==> src/rtl/mnist_pkg.sv <==
// Shared constants and FSM encoding for the MNIST argmax sequencing stage.
package mnist_pkg;
  localparam int DATA_WIDTH  = 8;
  localparam int NUM_CLASSES = 10;
  localparam int IDX_WIDTH   = 4;
  localparam int CNT_WIDTH   = 16;

  typedef enum logic [2:0] {IDLE, LAUNCH, WAIT, SCAN, DONE} argmax_state_t;
endpackage

==> src/rtl/argmax_acc.sv <==
// Running signed maximum and its index. Strict compare keeps the lowest index on ties.
module argmax_acc #(
  parameter int DATA_WIDTH = 8,
  parameter int IDX_WIDTH  = 4
) (
  input  logic                         clk,
  input  logic                         rst,
  input  logic                         i_init,
  input  logic                         i_upd,
  input  logic                         i_clr,
  input  logic signed [DATA_WIDTH-1:0] i_score,
  input  logic        [IDX_WIDTH-1:0]  i_idx,
  output logic        [IDX_WIDTH-1:0]  o_best_idx,
  output logic signed [DATA_WIDTH-1:0] o_nxt_score,
  output logic        [IDX_WIDTH-1:0]  o_nxt_idx
);
  logic signed [DATA_WIDTH-1:0] r_best_score;
  logic        [IDX_WIDTH-1:0]  r_best_idx;

  // Next value is exposed so the final element can be folded into a result on the same edge.
  always_comb begin
    o_nxt_score = r_best_score;
    o_nxt_idx   = r_best_idx;
    if (i_clr) begin
      o_nxt_score = '0;
      o_nxt_idx   = '0;
    end else if (i_init) begin
      o_nxt_score = i_score;
      o_nxt_idx   = i_idx;
    end else if (i_upd && (i_score > r_best_score)) begin
      o_nxt_score = i_score;
      o_nxt_idx   = i_idx;
    end
  end

  always_ff @(posedge clk) begin
    if (rst) begin
      r_best_score <= '0;
      r_best_idx   <= '0;
    end else begin
      r_best_score <= o_nxt_score;
      r_best_idx   <= o_nxt_idx;
    end
  end

  assign o_best_idx = r_best_idx;
endmodule

==> src/rtl/mnist_argmax_ctrl.sv <==
// Launches one inference, scans the class scores via the engine read port and
// reports the argmax, with saturating classification/accuracy counters.
module mnist_argmax_ctrl #(
  parameter int DATA_WIDTH  = mnist_pkg::DATA_WIDTH,
  parameter int NUM_CLASSES = mnist_pkg::NUM_CLASSES,
  parameter int CNT_WIDTH   = mnist_pkg::CNT_WIDTH
) (
  input  logic                         clk,
  input  logic                         rst,
  input  logic                         start,
  input  logic [3:0]                   label,
  input  logic                         clear_stats,
  output logic                         busy,
  output logic                         eng_start,
  input  logic                         eng_done,
  output logic [3:0]                   eng_idx,
  input  logic signed [DATA_WIDTH-1:0] eng_score,
  output logic                         result_valid,
  output logic [3:0]                   result_digit,
  output logic signed [DATA_WIDTH-1:0] result_score,
  output logic [CNT_WIDTH-1:0]         total_cnt,
  output logic [CNT_WIDTH-1:0]         correct_cnt
);
  import mnist_pkg::*;

  argmax_state_t r_state, w_nxt_state;
  logic                         r_armed;
  logic [IDX_WIDTH-1:0]         r_label;
  logic [IDX_WIDTH-1:0]         r_idx;
  logic                         r_eng_start, r_busy, r_valid;
  logic [IDX_WIDTH-1:0]         r_digit;
  logic signed [DATA_WIDTH-1:0] r_score;
  logic [CNT_WIDTH-1:0]         r_total, r_correct;

  logic                         w_accept, w_scan, w_last;
  logic [IDX_WIDTH-1:0]         w_best_idx, w_nxt_idx;
  logic signed [DATA_WIDTH-1:0] w_nxt_score;

  assign w_accept = (r_state == IDLE) && start;
  assign w_scan   = (r_state == SCAN);
  assign w_last   = (r_idx == IDX_WIDTH'(NUM_CLASSES - 1));

  always_ff @(posedge clk) begin
    if (rst) r_state <= IDLE;
    else     r_state <= w_nxt_state;
  end

  always_comb begin
    w_nxt_state = r_state;
    case (r_state)
      IDLE:    if (start) w_nxt_state = LAUNCH;
      LAUNCH:  w_nxt_state = WAIT;
      WAIT:    if (r_armed && eng_done) w_nxt_state = SCAN;
      SCAN:    if (w_last) w_nxt_state = DONE;
      DONE:    w_nxt_state = IDLE;
      default: w_nxt_state = IDLE;
    endcase
  end

  argmax_acc #(.DATA_WIDTH(DATA_WIDTH), .IDX_WIDTH(IDX_WIDTH)) u_acc (
    .clk         (clk),
    .rst         (rst),
    .i_init      (w_scan && (r_idx == '0)),
    .i_upd       (w_scan),
    .i_clr       (w_accept),
    .i_score     (eng_score),
    .i_idx       (r_idx),
    .o_best_idx  (w_best_idx),
    .o_nxt_score (w_nxt_score),
    .o_nxt_idx   (w_nxt_idx)
  );

  // armed only after done has been seen low, so a level left over from the last run is ignored
  always_ff @(posedge clk) begin
    if (rst) begin
      r_armed     <= 1'b0;
      r_label     <= '0;
      r_idx       <= '0;
      r_eng_start <= 1'b0;
      r_busy      <= 1'b0;
      r_valid     <= 1'b0;
      r_digit     <= '0;
      r_score     <= '0;
    end else begin
      if (r_state == LAUNCH)                 r_armed <= 1'b0;
      else if (r_state == WAIT && !eng_done) r_armed <= 1'b1;
      if (w_accept) r_label <= label;
      r_idx       <= (w_scan && !w_last) ? r_idx + 1'b1 : '0;
      r_eng_start <= w_accept;
      r_busy      <= (w_nxt_state != IDLE);
      r_valid     <= w_scan && w_last;
      if (w_scan && w_last) begin
        r_digit <= w_nxt_idx;
        r_score <= w_nxt_score;
      end
    end
  end

  always_ff @(posedge clk) begin
    if (rst || clear_stats) begin
      r_total   <= '0;
      r_correct <= '0;
    end else if (r_state == DONE) begin
      if (r_total != '1) r_total <= r_total + 1'b1;
      if ((w_best_idx == r_label) && (r_correct != '1)) r_correct <= r_correct + 1'b1;
    end
  end

  assign busy         = r_busy;
  assign eng_start    = r_eng_start;
  assign eng_idx      = r_idx;
  assign result_valid = r_valid;
  assign result_digit = r_digit;
  assign result_score = r_score;
  assign total_cnt    = r_total;
  assign correct_cnt  = r_correct;
endmodule
==> config.mk <==
export PLATFORM = sky130hd
export DESIGN_NAME = mnist_argmax_ctrl
export DESIGN_NICKNAME = d
export VERILOG_FILES = /design/src/rtl/mnist_pkg.sv /design/src/rtl/argmax_acc.sv /design/src/rtl/mnist_argmax_ctrl.sv
export SDC_FILE = /design/constraint.sdc
export NUM_CORES = 1
export LEC_CHECK = 0
export BUFFER_PORTS_ARGS = -buffer_cell sky130_fd_sc_hd__buf_2
export CAP_MARGIN = 10
export CELL_PAD_IN_SITES_DETAIL_PLACEMENT = 1
export CELL_PAD_IN_SITES_GLOBAL_PLACEMENT = 1
export CORE_ASPECT_RATIO = 1.1
export CORE_MARGIN = 2
export CORE_UTILIZATION = 35
export DETAILED_ROUTE_END_ITERATION = 12
export PLACE_DENSITY_LB_ADDON = 0.1
export SYNTH_ARGS = -nofsm -noshare
export SYNTH_HDL_FRONTEND = slang
export SYNTH_SLANG_ARGS = --single-unit
==> constraint.sdc <==
create_clock -name clk -period 2.2 [get_ports clk]
set_input_delay 0.22 -clock clk [delete_from_list [all_inputs] [get_ports clk]]
set_output_delay 0.22 -clock clk [all_outputs]
set_load 0.05 [all_outputs]
==> run summary, run 1 <==
The tightest min-delay check is of the primary input to register type. In this run the cell area of the synthesized design comes to 0.00325 mm². Between clock sinks in the finished design, the worst skew comes to 0.00892 ns. For the TritonCTS sink count, the log shows 71.

In this run the remaining antenna-violating nets after routing total 0. The final non-filler cell total came out at 577. The total power of the final layout was 2.76 mW; the final-layout fill cell count was 1091. Setup violations remaining at the end of the flow were counted as 6.

The per-instance average area after synthesis came out at 8.86 µm². After synthesis, the most frequently instantiated cells are dfxtp_1 (71), nor2_1 (59), inv_1 (19), nand3_1 (19), xnor2_1 (19). Of the total synthesized cell area, the portion taken by AND, OR, NAND and NOR gates is 26.3%.

The area share of the largest cell type after synthesis was 43.7%. The total count of hold-check failures in the final report was 0; the final routed DRC violation total was 0. The synthesized design contains 0 enable-type register cells.

The wire-length estimate of the detail-placed layout is 5.93 mm. For the pin with the worst max-slew slack, the measured transition is 0.638 ns. Sum of overflow across all layers after global routing: 0. The dominant combinational cell family by area after synthesis was simple AND/OR/NAND/NOR gates. The standard cell area after detailed placement was 0.00382 mm². Setup repair after global routing could not meet its margin everywhere. The area added between synthesis and finish was 32.5%.

After floorplanning, the core was divided into 36 placement rows. The total leakage power came out at 1.72 nW. The logs give 0 for the count of yosys warnings during synthesis and 367 for the post-synthesis instance total. The max-slew violation count is 0. Across every metal layer, demand over resource in global routing totals 17.4%. After clock tree synthesis, the flow added hold-fix buffers numbering 0. The multi-input combinational cells in the finished layout cover a total of 0.00186 mm². For the arrival time of the worst setup path, the log shows 2.44 ns. The number of unique standard cell types used by synthesis came out at 44. The first-pass GRT wire length came out at 14.0 mm. The die width came out at 95.9 µm. Of all cell types, the one taking the most synthesized area is dfxtp_1. Before CTS, the worst setup slack after placement is -0.195 ns. In the final design database the tool counted 488 nets. The first routing iteration left 43 violations. STA classifies the critical path startpoint as a register. The worst path in the final design needs a cycle of 2.23 ns, including I/O delays and setup.

In this run the count of I/O pins placed on the die edge is 68. In the synthesized netlist the async set-or-reset flop fraction comes to 0%. After detailed routing, the number of vias per cell comes to 5.01.

Along the worst hold path, the cell count comes to 3. Once the floorplan was initialized, standard cells occupied 36.3% of the core. Of all nets on the critical path, the largest fanout is 4. Counting every net in the synthesized netlist gives 397. The number of global-route vias before repair was 2869; the CTS buffer count was 9. The clock root buffer was clkbuf_8. Clock-pin slew was measured on the worst setup and hold paths at 0.08 ns. The fraction of the mapped netlist area in adder cells was 5.00%; the die height was 105 µm. Including well taps, the total number of placed cells is 552. The synthesized design contains 71 register bits. The worst pin sits at a relative slew slack of 57.5%. The number of H-tree branching levels came out at 3. VDD sags by at most 0.000330 V. Summing the areas of all compound-gate instances in the mapped netlist gives 8.08% of the synthesized area.

TritonCTS built the clock tree. Setup total negative slack on the finished layout was measured at -0.111 ns. The tools report the category of the worst setup path capture point as a register. On the final layout, the worst hold slack is 0.120 ns. Across all layers, the routed design uses 2892 vias.

The most instantiated flip-flop cell in the synthesis netlist is dfxtp_1. The tools report the final setup slack of the worst path as -0.0339 ns. STA puts the critical path data required time at 2.40 ns. The sequential cell area is 0.00143 mm², and the portion of the clock cycle consumed by the worst path in the final layout is 102%.

The category of the critical setup timing path is register to register. The run finished, with violations left. The tools report the number of antenna violations at the first check in global routing as 0. The fmax was 448 MHz. Ranked by total cell area, the synthesized netlist is headed by dfxtp_1 (44%), nor2_1 (6.8%), xnor2_1 (5.1%), ha_1 (5.0%), xor2_1 (3.8%). The routability congestion estimate came out at 0.772. At the end of the flow the core is filled with cells to 48.1%.

The die covers 0.0101 mm². The final reports fail on setup timing. The core region is 0.00896 mm².

In this run the tool buffered the top-level ports with 67 buffer cells. Number of antenna cells inserted: 0. The later pin in the worst-skew pair is clocked with a latency of 0.34 ns. The proportion of synthesized chip area in sequential cells is 43.7%.

The xor and xnor area share after synthesis came out at 8.88%. The pin count of the biggest net entering global routing is 33. After synthesis, the share of cell area in mux cells is 3.38%. Counting along the longest clock path gives a buffer depth of 2.

Final routed wirelength across all metal layers: 8.51 mm. Leading cell type by number of instances after synthesis: dfxtp_1. The tools report the summed area of non-filler cells in the final layout as 0.00431 mm². Max-cap violations in this run came to 0. Before antenna repair, the detailed router went through 4 iterations.

The path depth of the worst reg2reg path was 10; the average routed wire per standard cell was 14.8 µm. Of the cells placed in the final design, the portion with a size suffix greater than 1 is 32.6%. The total power divided by cell area was 639 mW/mm².
[registers in the layout, indices dropped and copies added, names as in the netlist]
register,flops
eng_idx,4
result_digit,4
result_valid,1
r_armed,1
result_score,8
u_acc.o_best_idx,4
u_acc.r_best_score,8
eng_start,1
correct_cnt,16
total_cnt,16
busy,1
r_label,4
r_state,3
[cell type report]
class                      instances  share of cell area [%]
clock buffer                      14                    4.24
clock inverter                     2                    1.39
inverter                          19                    1.66
multi-input combinational        261                    43.1
sequential                        71                    33.2
tap                              114                    3.31
timing repair buffer              96                    13.1
[final timing paths]
path | from | to | slack, ns
min | label[3] | r_label[3] | 0.12
min reg2reg | u_acc.r_best_score[3] | u_acc.r_best_score[3] | 0.50
max reg2reg | u_acc.r_best_score[5] | result_score[0] | -0.03
max | u_acc.r_best_score[5] | result_score[0] | -0.03
[power breakdown]
group          total [mW]  internal, mW  switching (mW)
clock                1.25         0.764           0.486
sequential           1.31          1.30         0.00888
combinational       0.197        0.0814           0.115
[per-layer routing]
metal | vias up | track usage [%] | wire length, µm
li1 | 1449 | - | -
met1 | 1386 | 22.5 | 3870
met2 | 50 | 28.9 | 4280
met3 | 7 | 3.75 | 283
met4 | 0 | 4.90 | 88
met5 | - | 0 | 0
[worst max-delay path, stage by stage, from the launching register on]
cell       delay, ns
dfxtp_2         0.34
inv_2           0.04
ha_4            0.20
a21o_1          0.18
a2111oi_4       0.34
buf_4           0.19
a2111oi_4       0.07
a21oi_4         0.21
buf_6           0.17
mux2i_2         0.25
a211oi_1        0.10
[cells by family (layout without fill, tap and decap cells)]
family	after synthesis	after routing
buffers and inverters	35	131
AOI/OAI and AO/OA	41	41
muxes	11	11
DFF	71	71
and+or+nand+nor	163	163
adders and majority gates	13	13
xor gates and xnor gates	33	33
[what timing repair did]
item | in CTS | in global routing
gates cloned | 1 | 0
pin swaps | 9 | 11
buffers inserted | 1 | 7
endpoints found under the setup margin | 22 | 27
resized for setup | 17 | 16
[cell usage in the layout (no fill, tap or decap), drive strengths merged]
cell | synthesis | layout
dfxtp | 71 | 71
or3b | 1 | 1
nor4b | 1 | 1
and2 | 1 | 1
o211ai | 1 | 1
mux2i | 11 | 11
ha | 13 | 13
a21oi | 15 | 15
a2111oi | 2 | 2
nor2 | 59 | 59
a211oi | 6 | 6
nor3b | 2 | 2
bufinv | 0 | 2
a22oi | 1 | 1
nand4 | 12 | 12
a21o | 1 | 1
a21boi | 1 | 1
clkbuf | 11 | 14
buf | 4 | 96
nor3 | 13 | 13
and4 | 2 | 2
a31oi | 1 | 1
nand4b | 1 | 1
nand2 | 17 | 17
xnor2 | 19 | 19
xor2 | 14 | 14
nor4 | 9 | 9
or3 | 7 | 7
and3 | 4 | 4
o21ai | 7 | 7
a311oi | 6 | 6
nand2b | 9 | 9
or2 | 1 | 1
nor2b | 4 | 4
or4 | 1 | 1
nand3 | 19 | 19
inv | 19 | 19
Note: power is estimated with default switching activity, not from simulation.
==> run 2, diff against run 1 <==
--- a/config.mk
+++ b/config.mk
@@ -14,6 +14,7 @@
 export CORE_UTILIZATION = 35
 export DETAILED_ROUTE_END_ITERATION = 12
 export PLACE_DENSITY_LB_ADDON = 0.1
+export REMOVE_ABC_BUFFERS = 1
 export SYNTH_ARGS = -nofsm -noshare
 export SYNTH_HDL_FRONTEND = slang
 export SYNTH_SLANG_ARGS = --single-unit
==> run summary, run 2 (synthesis results as in run 1) <==
The tools report the number of buffers between clock root and the deepest sink as 2 (unchanged). The logs give 15 (+9) for the final-report setup violation count and 17.7% (+0.25 points) for the total routing resource utilization after global routing. The switching power of the nets is 0.639 mW (+4.6%), and the final routed DRC violation total is 0 (unchanged).

Compared with the post-synthesis result, the final layout area differs by 33.5%. The count of max-cap constraint violations came out at 0 (unchanged). The largest driver fanout on the critical path was 8 (+4); the full die area was 0.0101 mm² (unchanged).

The run gives 0.104 ns (-0.0162 ns) as the final hold slack. Portion of the clock cycle consumed by the worst path in the final layout: 102% (+0.37 points). Highest cell delay on the worst timing path: 0.35 ns (about the same). The total leakage power was 1.74 nW (+1.7%). Leaving out fill and tap cells, the most frequent cell in the layout is dfxtp_1. The tools report the sequential cell area as 0.00143 mm² (-0.35%). The run gives 2.88 mW (+4.6%) as the total power of the final layout. The final critical delay including setup and external delays was 2.24 ns (+0.00820 ns); the die height was 105 µm (unchanged). The final routed wirelength across all metal layers was 8.54 mm (+0.27%); the via-per-instance ratio was 5.04 (+0.65%). The number of placed I/O pins is 68 (unchanged), and the path depth of the worst reg2reg path is 10 (unchanged). The first-pass GRT wire length came out at 13.9 mm (-0.39%). The initial core utilization came out at 36.3% (unchanged).

The final HPWL from detailed placement was 5.87 mm (-0.96%). The tools report the required time at the endpoint of the critical path as 2.43 ns (+0.03 ns). Number of antenna violations at the first check in global routing: 0 (unchanged).

The flow ran to the end, but the final reports show violations. The measured slew at the worst slew-check pin came out at 0.615 ns (-0.0225 ns). The tools report the part of the power in the clock network as 47.8% (+2.4 points). The iteration count of the initial detailed-routing pass came out at 4 (unchanged).

The max-slew violation count was 0 (unchanged). The cell depth of the worst min-delay path is 3 (unchanged). STA classifies the critical path startpoint as a register. The number of I/O port buffers was 67 (unchanged). Clock root buffer: clkbuf_8. Cell family with the largest share of critical-path delay: compound AO/OA/AOI/OAI gates.

The tools report the final setup slack of the worst path as -0.0421 ns (-0.00820 ns). Final-stage net count: 490 (+0.41%). The logs give 0.00820 ns (-0.000717 ns) for the maximum clock skew at final layout and 0 (unchanged) for the total count of hold-check failures in the final report. The final reports fail on setup timing.

STA classifies the critical path endpoint as a register. The average routed wire per standard cell works out to 14.7 µm (about the same). TritonCTS built the clock tree. The sum of overflow across all layers after global routing was 0 (unchanged). The fmax came out at 446 MHz (-0.37%). The tools report the CTS buffer count as 9 (unchanged). In the layout the commonest cells are dfxtp_1 (68), buf_2 (67), nor2_1 (59), buf_4 (28), xnor2_1 (19). For the routability congestion estimate, the log shows 0.825 (+6.8%). The cell row count was 36 (unchanged).

Setup repair after global routing could not meet its margin everywhere. The total power divided by cell area was 663 mW/mm² (+3.7%); the clock latency reported for the late side of the worst-skew pair was 0.35 ns (about the same). The pin count of the biggest net entering global routing came out at 33 (unchanged). The run gives 6.8% (-0.3 points) as the proportion of power drawn by combinational gates. The min-delay analysis places its worst path in the category primary input to register. Clock-pin slew reported for the worst setup and hold paths after clock tree synthesis: 0.08 ns (about the same). Number of global-route vias before repair: 2903 (+1.2%). The die width is 95.9 µm (unchanged). The multi-input gate area in the final layout is 0.00187 mm² (+0.47%). The slowest stage of the critical path is the dfxtp_2 cell.

For the peak ir drop on the vdd network, the log shows 0.000365 V (+11%). The count of cell instances traversed by the critical path came out at 10 (unchanged). The run gives 59.0% (+1.5 points) as the worst slew margin relative to its limit. The critical path goes through inv_2, ha_4, a21o_1, a2111oi_2, buf_4, nand3_4, a21oi_4, buf_6, mux2i_4, a211oi_2. The logs give 71 (unchanged) for the TritonCTS sink count and 2921 (+1.0%) for the number of vias after detailed routing.

The number of antenna cells inserted was 0 (unchanged). By startpoint and endpoint, the worst setup path is classified as register to register. The final-layout fill cell count is 1098 (+0.64%), and the number of H-tree branching levels is 3 (unchanged). The tools report the sequential fraction of design power as 45.4% (-2.1 points).

The share of post-route cells with drive strength above 1 was 32.0% (-0.57 points). The number of nets with antenna violations after detailed routing is 0 (unchanged), and the internal power summed over all cells is 2.24 mW (+4.5%). The buffers plus inverters on the worst setup path is 3 (unchanged), and the switching share of power is 22.2% (about the same). The starting DRC count in detailed routing is 33 (-23%), and the number of buffers added to fix hold violations after cts is 0 (unchanged). The tools report the area of the placeable core as 0.00896 mm² (unchanged). For the arrival time of the worst setup path, the log shows 2.47 ns (+0.03 ns).
-- run 2: metal layers --
metal  wire length [µm]  vias up  global-route usage, %
met5                  0        -                      0
met4                130        0                   7.04
met3                272        9                   2.81
met2               4280       49                   30.2
met1               3860     1412                   21.8
li1                   -     1451                      -
-- run 2: power by group through the flow --
stage | logic, mW | registers (mW) | clock network (mW)
6_report | 0.196 | 1.31 | 1.38
5_1_grt | 0.218 | 1.31 | 1.47
4_1_cts | 0.183 | 1.31 | 1.41
3_5_place_dp | 0.162 | 1.34 | 0
3_3_place_gp | 0.160 | 1.34 | 0
2_1_floorplan | 0.0763 | 1.35 | 0
-- run 2: final cells by class --
class,instances,area share (%)
well taps,114,3.28
clock inverters,7,3.11
repair buffers,98,13.3
clock buffers,9,2.85
flip-flops and latches,71,32.8
inverters,19,1.64
multi-input cells,261,43.0
-- run 2: worst paths after layout --
kind | from | to | slack, ns
worst max-delay path | u_acc.r_best_score[5] | result_score[7] | -0.04
worst max register to register | u_acc.r_best_score[5] | result_score[7] | -0.04
worst min-delay path | label[3] | r_label[3] | 0.10
worst min register to register | u_acc.r_best_score[3] | u_acc.r_best_score[3] | 0.49
-- run 2: repair_timing --
item | in CTS | in global routing
resized for setup | 23 | 14
pin swaps | 8 | 5
gates cloned | 1 | 0
setup buffers | 1 | 4
setup endpoints to repair | 23 | 28
-- run 2: worst min-delay path, stage by stage --
cell and delay, ns:
buf_2 0.08, mux2i_1 0.05, nor2_1 0.07
-- run 2: per-stage QoR --
stage | setup WS [ns] | utilization [%] | area [µm²] | TNS [ns] | cells
final | -0.0421 | 48.5 | 4340 | -0.419 | 579
after global routing | -0.176 | 48.5 | 4340 | -2.75 | 579
after CTS | 0.000293 | 47.2 | 4230 | 0 | 575
after detailed placement | -0.263 | 42.9 | 3840 | -3.33 | 557
after global placement | -0.142 | 42.9 | 3840 | -1.43 | 557
after floorplan | -0.790 | - | 3170 | -18.40 | 351
==> run 3, diff against run 2 <==
--- a/config.mk
+++ b/config.mk
@@ -6,14 +6,14 @@
 export NUM_CORES = 1
 export LEC_CHECK = 0
 export BUFFER_PORTS_ARGS = -buffer_cell sky130_fd_sc_hd__buf_2
-export CAP_MARGIN = 10
+export CAP_MARGIN = 20
 export CELL_PAD_IN_SITES_DETAIL_PLACEMENT = 1
 export CELL_PAD_IN_SITES_GLOBAL_PLACEMENT = 1
 export CORE_ASPECT_RATIO = 1.1
 export CORE_MARGIN = 2
 export CORE_UTILIZATION = 35
 export DETAILED_ROUTE_END_ITERATION = 12
-export PLACE_DENSITY_LB_ADDON = 0.1
+export PLACE_DENSITY = 0.77
 export REMOVE_ABC_BUFFERS = 1
 export SYNTH_ARGS = -nofsm -noshare
 export SYNTH_HDL_FRONTEND = slang
==> run summary, run 3 (synthesis results as in run 1) <==
The tools report the required time at the endpoint of the critical path as 2.44 ns (about the same). For the number of H-tree branching levels, the log shows 3 (unchanged). The number of antenna violations at the first check in global routing is 0 (unchanged).

Leaving out fill and tap cells, the most frequent cells in the layout are buf_2 (68), dfxtp_1 (67), nor2_1 (58), buf_4 (23), xnor2_1 (19). The logs give 0.761 (-7.7%) for the routability congestion estimate and 0 (unchanged) for the count of max-cap constraint violations. The pin count of the biggest net entering global routing came out at 33 (unchanged). The initial core utilization came out at 36.3% (unchanged). The utilization after layout was 47.4% (-1.0 points). Setup repair after global routing could not meet its margin everywhere. The fmax is 437 MHz (-2.1%), and the number of I/O port buffers is 67 (unchanged).

Number of global-route vias before repair: 2985 (+2.8%). The number of vias after detailed routing was 2951 (+1.0%). The run gives 1071 (-2.5%) as the final-layout fill cell count.

The logs give 71 (unchanged) for the TritonCTS sink count and 0 (unchanged) for the number of antenna cells inserted. For the clock latency reported for the late side of the worst-skew pair, the log shows 0.34 ns (about the same). The tools report the arrival time of the worst setup path as 2.53 ns (+0.06 ns). The peak ir drop on the vdd network is 0.000225 V (-38%), and the die height is 105 µm (unchanged). The sequential cell area is 0.00143 mm² (about the same). The min-delay analysis places its worst path in the category primary input to register. The checks that failed: setup timing. The share of post-route cells with drive strength above 1 came out at 32.0% (about the same). The total count of hold-check failures in the final report was 0 (unchanged).

The number of placed I/O pins is 68 (unchanged), and the full die area is 0.0101 mm² (unchanged). For the total leakage power, the log shows 1.67 nW (-4.3%). The final-stage net count is 486 (-0.82%), and the multi-input gate area in the final layout is 0.00190 mm² (+1.9%). The final HPWL from detailed placement was 6.21 mm (+5.8%). For the total routing resource utilization after global routing, the log shows 18.3% (+0.61 points). The category of the worst setup path capture point was a register.

The via-per-instance ratio came out at 5.15 (+2.1%). TritonCTS built the clock tree. Final critical delay including setup and external delays: 2.29 ns (+0.0483 ns).

The CTS buffer count is 9 (unchanged). Clock root buffer: clkbuf_8. The final setup slack of the worst path is -0.0904 ns (-0.0483 ns), and the die width is 95.9 µm (unchanged). The tools report the final-report setup violation count as 14 (-1). For the area of the placeable core, the log shows 0.00896 mm² (unchanged).

The number of nets with antenna violations after detailed routing is 0 (unchanged). Category of the critical setup timing path: register to register. STA classifies the critical path startpoint as a register. The clock-pin slew reported for the worst setup and hold paths after clock tree synthesis came out at 0.08 ns (about the same). The sum of overflow across all layers after global routing was 0 (unchanged). The setup slack at placement came out at -0.331 ns (-0.0680 ns).

The final routed wirelength across all metal layers is 9.09 mm (+6.5%), and the total power divided by cell area is 573 mW/mm² (-14%). The first-pass GRT wire length was 14.3 mm (+3.0%). The flow ran to the end, but the final reports show violations.

The maximum clock skew at final layout was 0.0128 ns (+0.00463 ns); the portion of the clock cycle consumed by the worst path in the final layout was 104% (+2.2 points). The cell row count came out at 36 (unchanged). The worst slew margin relative to its limit is 56.9% (-2.1 points). The area added between synthesis and finish works out to 30.7%. The final routed DRC violation total was 0 (unchanged). The average routed wire per standard cell is 15.9 µm (+7.6%), and the max-slew violation count is 0 (unchanged).

The number of buffers between clock root and the deepest sink was 2 (unchanged); the iteration count of the initial detailed-routing pass was 4 (unchanged). The largest driver fanout on the critical path was 5 (-3); the starting DRC count in detailed routing was 45 (+36%). Measured slew at the worst slew-check pin: 0.646 ns (+0.0308 ns). The leading cell type in the layout, fill and taps excluded is buf_2.
## run 3: changes by cell type in the layout (fill, tap and decap cells not counted), moves of 2 or more
cell / before / now
a21oi_1: 14 / 12
a21oi_2: 0 / 2
buf_4: 28 / 23
bufinv_16: 4 / 0
clkbuf_1: 0 / 2
clkbuf_8: 9 / 11
clkinv_2: 3 / 1
## run 3: worst paths after layout
check	startpoint	to	slack, ns	cells after the start
worst min-delay path	label[1]	r_label[1]	0.13	3
worst min register to register	u_acc.r_best_score[6]	u_acc.r_best_score[6]	0.49	2
worst max register to register	u_acc.r_best_score[5]	result_digit[0]	-0.09	10
worst max-delay path	u_acc.r_best_score[5]	result_digit[0]	-0.09	10
## run 3: layout make-up
| type | count | area share [%] |
|---|---|---|
| Sequential cell | 71 | 33.5 |
| Inverter | 19 | 1.68 |
| Clock buffer | 13 | 3.74 |
| Timing Repair Buffer | 94 | 12.9 |
| Clock inverter | 1 | 0.118 |
| Multi-Input combinational cell | 261 | 44.7 |
| Tap cell | 114 | 3.35 |
## run 3: stage by stage
stage	TNS, ns	instance area (µm²)	hold slack, ns	power [mW]	instances
6_report	-0.679	4250	0.128	2.44	573
5_1_grt	-2.37	4250	0.129	2.54	573
4_1_cts	-0.000357	4150	0.131	2.45	572
3_5_place_dp	-4.38	3840	0.471	1.50	556
3_3_place_gp	-1.09	3840	0.462	1.49	556
2_1_floorplan	-18.40	3170	0.289	1.43	351
## run 3: power breakdown
part,switching [mW],internal [mW]
sequential,0.00817,1.30
combinational,0.122,0.0803
clock,0.467,0.459
total,0.597,1.84
## run 3: critical path, cell delays in order (launching register included)
cell and delay, ns:
dfxtp_2 0.35, inv_2 0.05, ha_4 0.26, a21o_1 0.15
a2111oi_4 0.07, buf_4 0.16, a2111oi_4 0.39, a21oi_4 0.14
buf_6 0.16, nand2b_4 0.15, a311oi_2 0.29
## run 3: repair_timing
item	in CTS	in global routing
setup buffers	1	1
gates resized for setup	23	22
cloned	1	1
setup endpoints to repair	23	23
pin swaps	6	8
hold buffers	0	0
## run 3: routing by layer
layer / GRT usage, % / routed length (µm)
met5: 0 / 0
met4: 6.94 / 226
met2: 31.6 / 4620
met3: 4.40 / 385
met1: 21.4 / 3860
